[config.mk]
export PLATFORM = sky130hd
export DESIGN_NAME = gba_sound_fifo_dma_flat
export DESIGN_NICKNAME = d
export VERILOG_FILES = /design/src/rtl/gba_mmio_defines.sv /design/src/rtl/gba_sound_fifo_dma_if.sv /design/src/rtl/gba_sound_fifo_dma.sv /design/src/flat_wrapper.sv
export SDC_FILE = /design/constraint.sdc
export NUM_CORES = 1
export LEC_CHECK = 0
export CORE_MARGIN = 2
export CORE_UTILIZATION = 53
export CTS_CLUSTER_SIZE = 24
export DETAILED_ROUTE_END_ITERATION = 16
export PLACE_DENSITY = 0.94
export SLEW_MARGIN = 40
export SYNTH_ARGS = -nofsm -noshare
export SYNTH_HDL_FRONTEND = slang
export SYNTH_SLANG_ARGS = --single-unit
[constraint.sdc]
create_clock -name gba_clk -period 4.65 [get_ports gba_clk]
set_input_delay 0.465 -clock gba_clk [delete_from_list [all_inputs] [get_ports gba_clk]]
set_output_delay 0.465 -clock gba_clk [all_outputs]
set_load 0.02 [all_outputs]
[src/rtl/gba_mmio_defines.sv]
// gba_mmio_defines: shared MMIO constants and types
// for the direct-sound DMA channels.
package gba_mmio_defines;

  localparam logic [31:0] FIFO_A_ADDR = 32'h040000A0;
  localparam logic [31:0] FIFO_B_ADDR = 32'h040000A4;

  localparam logic [1:0] SRC_INC     = 2'b00;
  localparam logic [1:0] SRC_DEC     = 2'b01;
  localparam logic [1:0] SRC_FIX     = 2'b10;
  localparam logic [1:0] SRC_INC_ALT = 2'b11;

  typedef enum logic [1:0] {
    ST_IDLE,
    ST_RD,
    ST_WR,
    ST_DONE
  } dma_state_e;

  function automatic logic [31:0] next_src(
    input logic [31:0] a,
    input logic [1:0]  ctl
  );
    logic [31:0] r;
    unique case (ctl)
      SRC_DEC:              r = a - 32'd4;
      SRC_FIX:              r = a;
      SRC_INC, SRC_INC_ALT: r = a + 32'd4;
    endcase
    return r;
  endfunction

endpackage

[src/rtl/gba_sound_fifo_dma_if.sv]
// gba_sound_fifo_dma_if: single-beat bus between the
// sound DMA channel (master) and the DMA arbiter.
interface gba_sound_fifo_dma_if;

  logic        bus_valid;
  logic        bus_write;
  logic [31:0] bus_addr;
  logic [31:0] bus_wdata;
  logic [31:0] bus_rdata;
  logic        bus_ready;

  modport master (
    output bus_valid,
    output bus_write,
    output bus_addr,
    output bus_wdata,
    input  bus_rdata,
    input  bus_ready
  );

  modport slave (
    input  bus_valid,
    input  bus_write,
    input  bus_addr,
    input  bus_wdata,
    output bus_rdata,
    output bus_ready
  );

endinterface

[src/rtl/gba_sound_fifo_dma.sv]
// gba_sound_fifo_dma: direct-sound DMA channel moving
// WORDS_PER_BURST words into a sound FIFO per request.
module gba_sound_fifo_dma
  import gba_mmio_defines::*;
#(
  parameter logic [31:0] FIFO_ADDR       = FIFO_A_ADDR,
  parameter int          WORDS_PER_BURST = 4
) (
  input  logic                 gba_clk,
  input  logic                 reset,
  input  logic                 sound_req,
  input  logic                 dma_enable,
  input  logic                 dma_repeat,
  input  logic [1:0]           src_ctl,
  input  logic [31:0]          src_addr_init,
  input  logic                 irq_en,
  gba_sound_fifo_dma_if.master bus,
  output logic                 busy,
  output logic                 irq,
  output logic                 enable_clear
);

  localparam int CW =
    (WORDS_PER_BURST > 1) ? $clog2(WORDS_PER_BURST) : 1;
  localparam logic [CW-1:0] LAST = CW'(WORDS_PER_BURST - 1);

  dma_state_e    r_state;
  dma_state_e    w_next;
  logic          r_pend;
  logic          r_req_q;
  logic          r_en_q;
  logic          r_abort;
  logic [CW-1:0] r_cnt;
  logic [31:0]   r_src;
  logic [31:0]   r_data;

  logic          w_hs;
  logic          w_req_rise;
  logic          w_en_rise;
  logic          w_start;
  logic          w_stop;
  logic          w_last;
  logic          w_valid;
  logic          w_write;
  logic [31:0]   w_addr;
  logic [31:0]   w_wdata;

  assign w_hs       = w_valid & bus.bus_ready;
  assign w_req_rise = sound_req & ~r_req_q;
  assign w_en_rise  = dma_enable & ~r_en_q;
  assign w_start    = (sound_req | r_pend) & dma_enable;
  // An enable drop is remembered so a later re-raise
  // cannot resurrect the burst before the beat ends.
  assign w_stop     = r_abort | ~dma_enable;
  assign w_last     = (r_cnt == LAST);

  assign bus.bus_valid = w_valid;
  assign bus.bus_write = w_write;
  assign bus.bus_addr  = w_addr;
  assign bus.bus_wdata = w_wdata;

  // State register.
  always_ff @(posedge gba_clk or negedge reset) begin
    if (!reset) r_state <= ST_IDLE;
    else        r_state <= w_next;
  end

  // Next state and bus/pulse outputs.
  always_comb begin
    w_next       = r_state;
    w_valid      = 1'b0;
    w_write      = 1'b0;
    w_addr       = '0;
    w_wdata      = '0;
    irq          = 1'b0;
    enable_clear = 1'b0;
    busy         = (r_state != ST_IDLE);
    unique case (r_state)
      ST_IDLE: begin
        if (w_start) w_next = ST_RD;
      end
      ST_RD: begin
        w_valid = 1'b1;
        w_addr  = r_src;
        if (w_hs) w_next = w_stop ? ST_IDLE : ST_WR;
      end
      ST_WR: begin
        w_valid = 1'b1;
        w_write = 1'b1;
        w_addr  = FIFO_ADDR;
        w_wdata = r_data;
        if (w_hs) begin
          if (w_stop)      w_next = ST_IDLE;
          else if (w_last) w_next = ST_DONE;
          else             w_next = ST_RD;
        end
      end
      ST_DONE: begin
        irq          = irq_en;
        enable_clear = ~dma_repeat;
        w_next       = ST_IDLE;
      end
      default: w_next = ST_IDLE;
    endcase
  end

  // Source pointer, data, word count and pending request.
  always_ff @(posedge gba_clk or negedge reset) begin
    if (!reset) begin
      r_pend  <= 1'b0;
      r_req_q <= 1'b0;
      r_en_q  <= 1'b0;
      r_abort <= 1'b0;
      r_cnt   <= '0;
      r_src   <= '0;
      r_data  <= '0;
    end else begin
      r_req_q <= sound_req;
      r_en_q  <= dma_enable;
      if (r_state != ST_IDLE && w_req_rise && dma_enable)
        r_pend <= 1'b1;
      unique case (r_state)
        ST_IDLE: begin
          r_abort <= 1'b0;
          if (w_en_rise) begin
            r_src <= src_addr_init & ~32'h3;
            r_cnt <= '0;
          end
          if (w_start) r_pend <= 1'b0;
        end
        ST_RD: begin
          if (!dma_enable) r_abort <= 1'b1;
          if (w_hs) begin
            r_data <= bus.bus_rdata;
            if (w_stop) begin
              r_abort <= 1'b0;
              r_pend  <= 1'b0;
              r_cnt   <= '0;
            end
          end
        end
        ST_WR: begin
          if (!dma_enable) r_abort <= 1'b1;
          if (w_hs) begin
            r_src <= next_src(r_src, src_ctl);
            r_cnt <= r_cnt + CW'(1);
            if (w_stop) begin
              r_abort <= 1'b0;
              r_pend  <= 1'b0;
              r_cnt   <= '0;
            end
          end
        end
        ST_DONE: r_cnt <= '0;
        default: ;
      endcase
    end
  end

endmodule

[src/flat_wrapper.sv]
// flat-port wrapper written by rule: the top's interface ports become plain ports
module gba_sound_fifo_dma_flat import gba_mmio_defines::*;
#(
  parameter logic [31:0] FIFO_ADDR       = FIFO_A_ADDR,
  parameter int          WORDS_PER_BURST = 4
)
  (gba_clk, reset, sound_req, dma_enable, dma_repeat, src_ctl, src_addr_init, irq_en, busy, irq, enable_clear, bus_bus_valid, bus_bus_write, bus_bus_addr, bus_bus_wdata, bus_bus_rdata, bus_bus_ready);
  gba_sound_fifo_dma_if bus_i ();
  input  logic gba_clk;
  input  logic reset;
  input  logic sound_req;
  input  logic dma_enable;
  input  logic dma_repeat;
  input  logic [1:0] src_ctl;
  input  logic [31:0] src_addr_init;
  input  logic irq_en;
  output logic busy;
  output logic irq;
  output logic enable_clear;
  output wire logic [$bits(bus_i.bus_valid)-1:0] bus_bus_valid;
  output wire logic [$bits(bus_i.bus_write)-1:0] bus_bus_write;
  output wire logic [$bits(bus_i.bus_addr)-1:0] bus_bus_addr;
  output wire logic [$bits(bus_i.bus_wdata)-1:0] bus_bus_wdata;
  input wire logic [$bits(bus_i.bus_rdata)-1:0] bus_bus_rdata;
  input wire logic [$bits(bus_i.bus_ready)-1:0] bus_bus_ready;
  assign bus_bus_valid = bus_i.bus_valid;
  assign bus_bus_write = bus_i.bus_write;
  assign bus_bus_addr = bus_i.bus_addr;
  assign bus_bus_wdata = bus_i.bus_wdata;
  assign bus_i.bus_rdata = bus_bus_rdata;
  assign bus_i.bus_ready = bus_bus_ready;
  gba_sound_fifo_dma #(.FIFO_ADDR(FIFO_ADDR), .WORDS_PER_BURST(WORDS_PER_BURST)) u_core (.gba_clk(gba_clk), .reset(reset), .sound_req(sound_req), .dma_enable(dma_enable), .dma_repeat(dma_repeat), .src_ctl(src_ctl), .src_addr_init(src_addr_init), .irq_en(irq_en), .bus(bus_i), .busy(busy), .irq(irq), .enable_clear(enable_clear));
endmodule
Yosys cells after proc, flatten, opt, wreduce, memory -nomap -nowiden
Cells that the tools add are included.

Logic and storage cells: 79. Register bits: 72. Output and inout port bits: 69. Input bits: 73.

Reduce and logical (&&, ||, !) cells: 13. Muxes and demuxes: 32. $add $sub $neg: 3. Equal/unequal tests: 13. Bitwise operators: 10.

Operators with widths (count): 32-bit case mux with 2 select lines (3); 32-bit two-way mux (3); 32-bit by 3-bit adder with 32-bit output (second input constant) (1); 32-bit by 3-bit subtractor with 32-bit output (second input constant) (1); 2-bit two-way mux (11); 2-bit case mux with 4 select lines (2); 1-bit two-way mux (11); 2-bit == test (second input constant) (5); 2-bit by 1-bit inequality test with 1-bit output (second input constant) (5); 4-bit AND reduction (2); 2-bit nonzero test (3); 1-bit bitwise AND (4); 2-bit by 1-bit == test with 1-bit output (second input constant) (2); 2-bit logical NOT (2); 1-bit NOT (4); 1-bit case mux with 2 select lines (2); 2-bit OR reduction (2); 3-bit AND reduction (1); 2-bit by 1-bit adder with 2-bit output (second input constant) (1); 1-bit logical AND (2); 2-bit inequality test (second input constant) (1); 1-bit OR (2); 2-bit AND reduction (1).

Longest topological paths before layout
Gate-level depths: netlist of run 1.

Depth after elaboration: 8. Gate-level depth with buffers: 16. Depth with buffers taken out: 11.

Worst setup path after synthesis of run 1
OpenSTA, ideal clock, no wires.

Path type: input port to flip-flop. Start point: input port src_ctl[0]. End point: register u_core.r_src[30]. Library setup time: 71 ps. Stages: 16. Arrival: 3582 ps. Path slack: 997 ps. Path buffers: 5. Data required time: 4579 ps. Cells stage by stage: inv_1 > ha_1 > buf_2 > buf_2 > buf_2 > buf_2 > buf_2 > xnor2_1 > ha_1 > nor2_1 > a221oi_1 > nand3_1 > a22oi_1 > nand3_1 > a31o_2 > nor2_1.

Longest elaborated chain between the ends: 5. Elaborated cells between the ends (all ways): 10.

Ends and longest elaborated chain: start, declared (RTL line flat_wrapper.sv:14) `input logic [1:0] src_ctl;`; 2-bit == test or 2-bit logical NOT (tied branches) (RTL line gba_mmio_defines.sv:25) `unique case (ctl)`; 2-bit OR reduction (RTL line gba_mmio_defines.sv:25); 32-bit case mux with 2 select lines (RTL line gba_mmio_defines.sv:25); 32-bit two-way mux (RTL line gba_sound_fifo_dma.sv:144) `if (w_hs) begin`; 32-bit case mux with 2 select lines (RTL line gba_sound_fifo_dma.sv:122) `unique case (r_state)`; end signal, assigned (RTL line gba_sound_fifo_dma.sv:126) `r_src <= src_addr_init & ~32'h3;`; end signal, assigned (RTL line gba_sound_fifo_dma.sv:145) `r_src <= next_src(r_src, src_ctl);`; end, declared (RTL line gba_sound_fifo_dma.sv:34) `logic [31:0] r_src;`.

Parallel ways exist; a longest one is shown, timed or not. The select of a mux whose other input is x is not followed. A chain may end at the register's enable or synchronous reset.

Worst setup path after layout of run 1
Start point: input port src_ctl[0]. End point: register u_core.r_src[26].

The elaborated chain is that of the path after synthesis.

==> out/qor.yml, run 1 <==
status: "finished clean"
pre_cts_slack_ns: 0.9501
grt_start_max_net_pins: 53
whs_ns: 0.1429
cts-hold-fix-buffers: 0
vias: 5095
finClkSkew_ns: 0.01174
die_h_um: 101.5
synth_area_leaders: "dfrtp_1, mux2_2, mux2i_1"
peakVddDrop_mv: 0.3712
io_buffer_count: 137
rr_endpoint: "u_core.r_src[29]"
antenna_found_initial: 0
track_usage_pct: 30.18
fillers: 690
io_pins: 142
worstRegToRegCells: 9
syn_to_final_growth_pct: 30.76
postCtsSetupRepairBufs: 0
place_hpwl_um: 10560
yosys.area.top_type: "dfrtp_1"
wirelength_um: 15160
cp.required_ns: 4.87
ant_nets: 0
timing_hold_violations_final: 0
synthArstFlopShare_pct: 100.0
clock_path_buffers: 2
cellLeakagePower_nw: 2.689
yosys_warnings: 0
start_kind: "primary input"
arrival_ns: 3.64
ys_top_cells_by_count: "dfrtp_1, nand2_1, nor2_1"
cts_max_level: 3
grt_remaining_overflow: 0
fmax_ghz: 0.2930
avgRoutedWirePerCell_um: 18.27
drive_above_1_share_pct: 10.13
multi_input_area_sq_mm: 0.002990
grt_pass1_wl_um: 24630
maxCapViolCount: 0
gp_congestion: 1.028
syn_area_per_cell_sq_um: 8.366
r2r_start: "u_core.r_state[0]"
drv_slew: 0
rrSetupSlack_ns: 1.44
cts_tree: "done"
die-area_sq_mm: 0.01030
rsz0062_at_grt: "false"
clockRootBuffer: "clkbuf_8"
die_x_um: 101.5
synthFlopType: "dfrtp_1"
yosysSeqAreaShare_pct: 34.78
finalSetupTns_ns: 0
n_antenna_cell: 0
synth_cell_types: 64
maxSlewHeadroom_pct: 52.49
syn_inst: 602
setup_viol: 0
drt_iter0_markers: 654
yosys.area.top_type_share_pct: 34.78
core_sq_mm: 0.009240
path_class: "in -> reg"
synth_area_sq_mm: 0.005036
clk_pin_slew_ns: 0.09
fp-row-count: 35
fin_crit_ns: 3.413
grt_pass1_vias: 4923
cp-end-kind: "register"
cts_sinks: 70
power.density_mw_per_mm2: 664.6
first_pass_iters: 5
tightest_slew_ns: 0.7127
fin_ws_ns: 1.237
viasPerCell: 6.139
ys_ff_latch: 70
final_core_util_pct: 71.27
hold_class: "in -> async"
layout.nets: 777
start_util_pct: 54.50
synth_edf_count: 0
cts_buffers: 9
clk_latency_ns: 0.35
cts_resized: 0
fin_crit_sh_pct: 73.39
worstPathMaxFanout: 6
yosysMostFrequentCell: "dfrtp_1"
regArea_sq_mm: 0.001752
route.detailed.drc: 0
## how the worst max path moves through the flow
stage	start	to	slack, ns	cells past startpoint
after global routing	src_ctl[0]	u_core.r_src[30]	1.04	12
after floorplan	src_ctl[0]	u_core.r_src[30]	1.0	16
final	src_ctl[0]	u_core.r_src[26]	1.24	12
after CTS	src_ctl[0]	u_core.r_src[26]	1.32	12
after global placement	src_ctl[0]	u_core.r_src[26]	1.05	12
after detailed placement	src_ctl[0]	u_core.r_src[18]	0.95	12
## cell type report
class / count / area share, %
clock buffer: 9 / 1.881
clock inverter: 7 / 1.596
inverter: 11 / 0.6270
multi-input combinational: 461 / 45.41
sequential: 70 / 26.60
tap: 129 / 2.451
timing repair buffer: 143 / 21.43
## cell families after synthesis
group | count (synthesis) | share of synthesized area (%)
AO/OA/AOI/OAI | 133 | 16.70
XOR/XNOR | 4 | 0.6956
adder cells (fa/ha/maj) | 8 | 1.988
buffers and inverters | 72 | 6.211
flip-flops | 70 | 34.78
multiplexers | 59 | 12.65
other | 1 | 0.07446
AND/OR/NAND/NOR | 255 | 26.91
## per-layer routing
metal | vias to the layer above | GRT usage [%] | routed length (um)
li1 | 2373 | - | -
met1 | 2388 | 37.69 | 5783
met2 | 294 | 52.11 | 7522
met3 | 40 | 7.729 | 1520
met4 | 0 | 7.900 | 334
met5 | - | 0 | 0
## worst max-delay path, stage by stage
cell and delay, ns:
clkdlybuf4s50_1 0.45, inv_1 0.04, ha_1 0.32, xnor2_1 0.16
ha_1 0.28, nor2_1 0.14, a221oi_1 0.60, nand3_1 0.31
a22oi_1 0.42, o21ai_0 0.21, nand4b_1 0.14, o211ai_1 0.10
## metrics by stage
stage | area (sq um) | total power, mW | instances
6_report | 6585 | 4.377 | 830
5_1_grt | 6585 | 4.687 | 830
4_1_cts | 6580 | 4.343 | 830
3_5_place_dp | 6351 | 3.748 | 814
3_3_place_gp | 6349 | 3.611 | 814
2_1_floorplan | 5040 | 2.944 | 603
## where the power goes
group	switching, mW	total, mW	internal [mW]
clock network	0.275	0.586	0.311
registers	0.451	1.36	0.907
logic	1.34	2.43	1.09
## placed cells by master, fill, tap and decap left out, drive strengths merged, types with 3 or more instances in the layout
cell / count
or3: 4
nor2b: 6
o22ai: 23
and3: 32
nor4b: 3
nor3: 8
clkbuf: 9
buf: 7
inv: 14
xnor2: 4
dfrtp: 70
or4: 3
a31oi: 3
nand2: 53
nand2b: 3
nand4b: 3
mux2: 37
mux2i: 22
and2: 33
nand4: 15
o211ai: 8
a21oi: 42
nor2: 44
nand3: 29
clkdlybuf4s50: 136
nor4: 9
o21ai: 23
a22oi: 7
ha: 8
## state kept, by name, summed over array words and instances, names as in the netlist
| name | cells |
|---|---|
| u_core.r_pend | 1 |
| u_core.r_req_q | 1 |
| u_core.r_abort | 1 |
| u_core.r_src | 30 |
| u_core.r_en_q | 1 |
| u_core.r_data | 32 |
| u_core.r_cnt | 2 |
| u_core.r_state | 2 |
Power figures use the tool's default switching activity.
==> run 2: changes to the inputs <==
- CORE_UTILIZATION: 53 -> 44
- PLACE_DENSITY: 0.94 -> 0.84
- clock period: 4.65 -> 3 ns (I/O delays scaled with it)
==> run 2 against run 1 <==
Net effect: clock skew shrank 0.0055 ns; utilization shrank 9.4 points; die area grew 20%; first-iteration DRC count shrank 53%; critical path depth shrank 7; critical endpoint is now bus_bus_addr[23]; largest cell class unchanged.
==> out/qor.yml, run 2 (synthesis gave the netlist of run 1 again) <==
tightest_slew_ns: 0.7521
whs_ns: 0.4722
place_hpwl_um: 11610
vias: 5195
post_dp_cell_area_sq_mm: 0.006648
clockRootBuffer: "clkbuf_16"
start_util_pct: 44.68
viasPerCell: 5.924
final_core_util_pct: 61.85
first_pass_iters: 5
setup_viol: 0
cts_tree: "done"
n_antenna_cell: 0
drv_slew: 0
final_cell_mix: "clkdlybuf4s50_1, dfrtp_1, nand2_1, nor2_1, a21oi_1"
die_x_um: 111.0
power.density_mw_per_mm2: 1037
grt_pass1_vias: 5073
fp-row-count: 39
io_buffer_count: 137
arrival_ns: 2.51
finalSetupTns_ns: 0
report.power.total_mw: 7.226
largest_reg_flops: 32
final_common_cell: "clkdlybuf4s50_1"
fmax_ghz: 0.3556
cp-end-kind: "output port"
gp_congestion: 0.9147
maxSlewHeadroom_pct: 49.40
grt_remaining_overflow: 0
io_pins: 142
route.detailed.drc: 0
track_usage_pct: 26.10
finClkSkew_ns: 0.006187
reg.largest.list: "u_core.r_data: 32 flops, u_core.r_src: 30 flops"
postCtsSetupRepairBufs: 0
clk_pin_slew_ns: 0.06
ant_nets: 0
clock_path_buffers: 2
max_flop_register: "u_core.r_data"
avgRoutedWirePerCell_um: 18.18
antenna_found_initial: 0
regArea_sq_mm: 0.001752
core_sq_mm: 0.01127
drt_iter0_markers: 310
path_class: "reg -> out"
start_kind: "register"
die_h_um: 111.0
cts_buffers: 9
grt_start_max_net_pins: 74
fillers: 919
fin_crit_sh_pct: 93.74
timing_hold_violations_final: 0
hold_class: "in -> reg"
cp.required_ns: 2.70
cellLeakagePower_nw: 2.897
rsz0062_at_grt: "false"
cts_sinks: 70
cts_max_level: 3
worstPathMaxFanout: 27
clk_latency_ns: 0.35
syn_to_final_growth_pct: 38.43
status: "finished clean"
drive_above_1_share_pct: 14.31
die-area_sq_mm: 0.01232
fin_crit_ns: 2.812
wirelength_um: 15940
grt_pass1_wl_um: 25940
maxCapViolCount: 0
multi_input_area_sq_mm: 0.003027
peakVddDrop_mv: 0.6550
layout.nets: 810
final_area_sq_mm: 0.006972
==> run 2: cell types whose count changed in the layout (fill, tap and decap cells not counted), sizes merged <==
cell and change:
buf +32, bufinv -1, clkbuf +1, clkinv +1
dlygate4sd3 +1, inv -1
==> run 2: what timing repair did <==
action,in CTS,in global routing
hold buffers,1,0
hold endpoints to repair,22,0
pin swaps,0,0
endpoints found under the setup margin,6,1
resized for setup,1,1
==> run 2: report_power, final <==
part	internal (mW)	total, mW	leakage, nW	switching [mW]
Combinational	1.86	4.02	1.92	2.16
Clock	0.672	1.12	0.149	0.445
Sequential	1.41	2.09	0.824	0.680
Total	3.94	7.23	2.90	3.29
==> run 2: final cells by class <==
class	instances	area share [%]
flip-flops and latches	70	25.13
clock inverters	6	0.9871
well taps	143	2.566
repair buffers	176	23.89
inverters	11	0.5922
clock buffers	10	3.428
multi-input cells	461	43.41
==> run 2: metrics by stage <==
| step | std cells | worst slack, ns |
|---|---|---|
| 3_5_place_dp | 860 | -0.0003533 |
| 4_1_cts | 877 | 0.1317 |
| 5_1_grt | 877 | 0.07804 |
| 3_3_place_gp | 860 | 0.0001259 |
| 6_report | 877 | 0.1879 |
| 2_1_floorplan | 603 | 0.001291 |
==> run 2: critical path: stages, from the launching register on <==
cell	delay, ns
dfrtp_1	0.43
inv_1	0.10
ha_2	0.64
buf_4	0.22
and3_1	0.16
clkdlybuf4s50_1	0.61
==> run 2: worst paths after layout <==
kind / from / cells after the start / slack, ns / to
min in group asynchronous: reset / 3 / 0.49 / u_core.r_data[26]
setup reg to reg: u_core.r_src[9] / 7 / 0.45 / u_core.r_src[30]
hold reg to reg: u_core.r_data[22] / 1 / 0.50 / u_core.r_data[22]
setup / recovery: u_core.r_state[0] / 5 / 0.19 / bus_bus_addr[23]
max in group asynchronous: reset / 3 / 1.95 / u_core.r_data[7]
hold / removal: sound_req / 1 / 0.47 / u_core.r_req_q
==> run 2: routing by layer <==
metal | up-vias | part of all wire [%] | global-route usage, %
li1 | 2444 | - | -
met1 | 2514 | 40 | 31.11
met5 | - | 0 | 0
met3 | 27 | 7.9 | 7.983
met4 | 0 | 2.4 | 9.750
met2 | 210 | 49 | 44.38
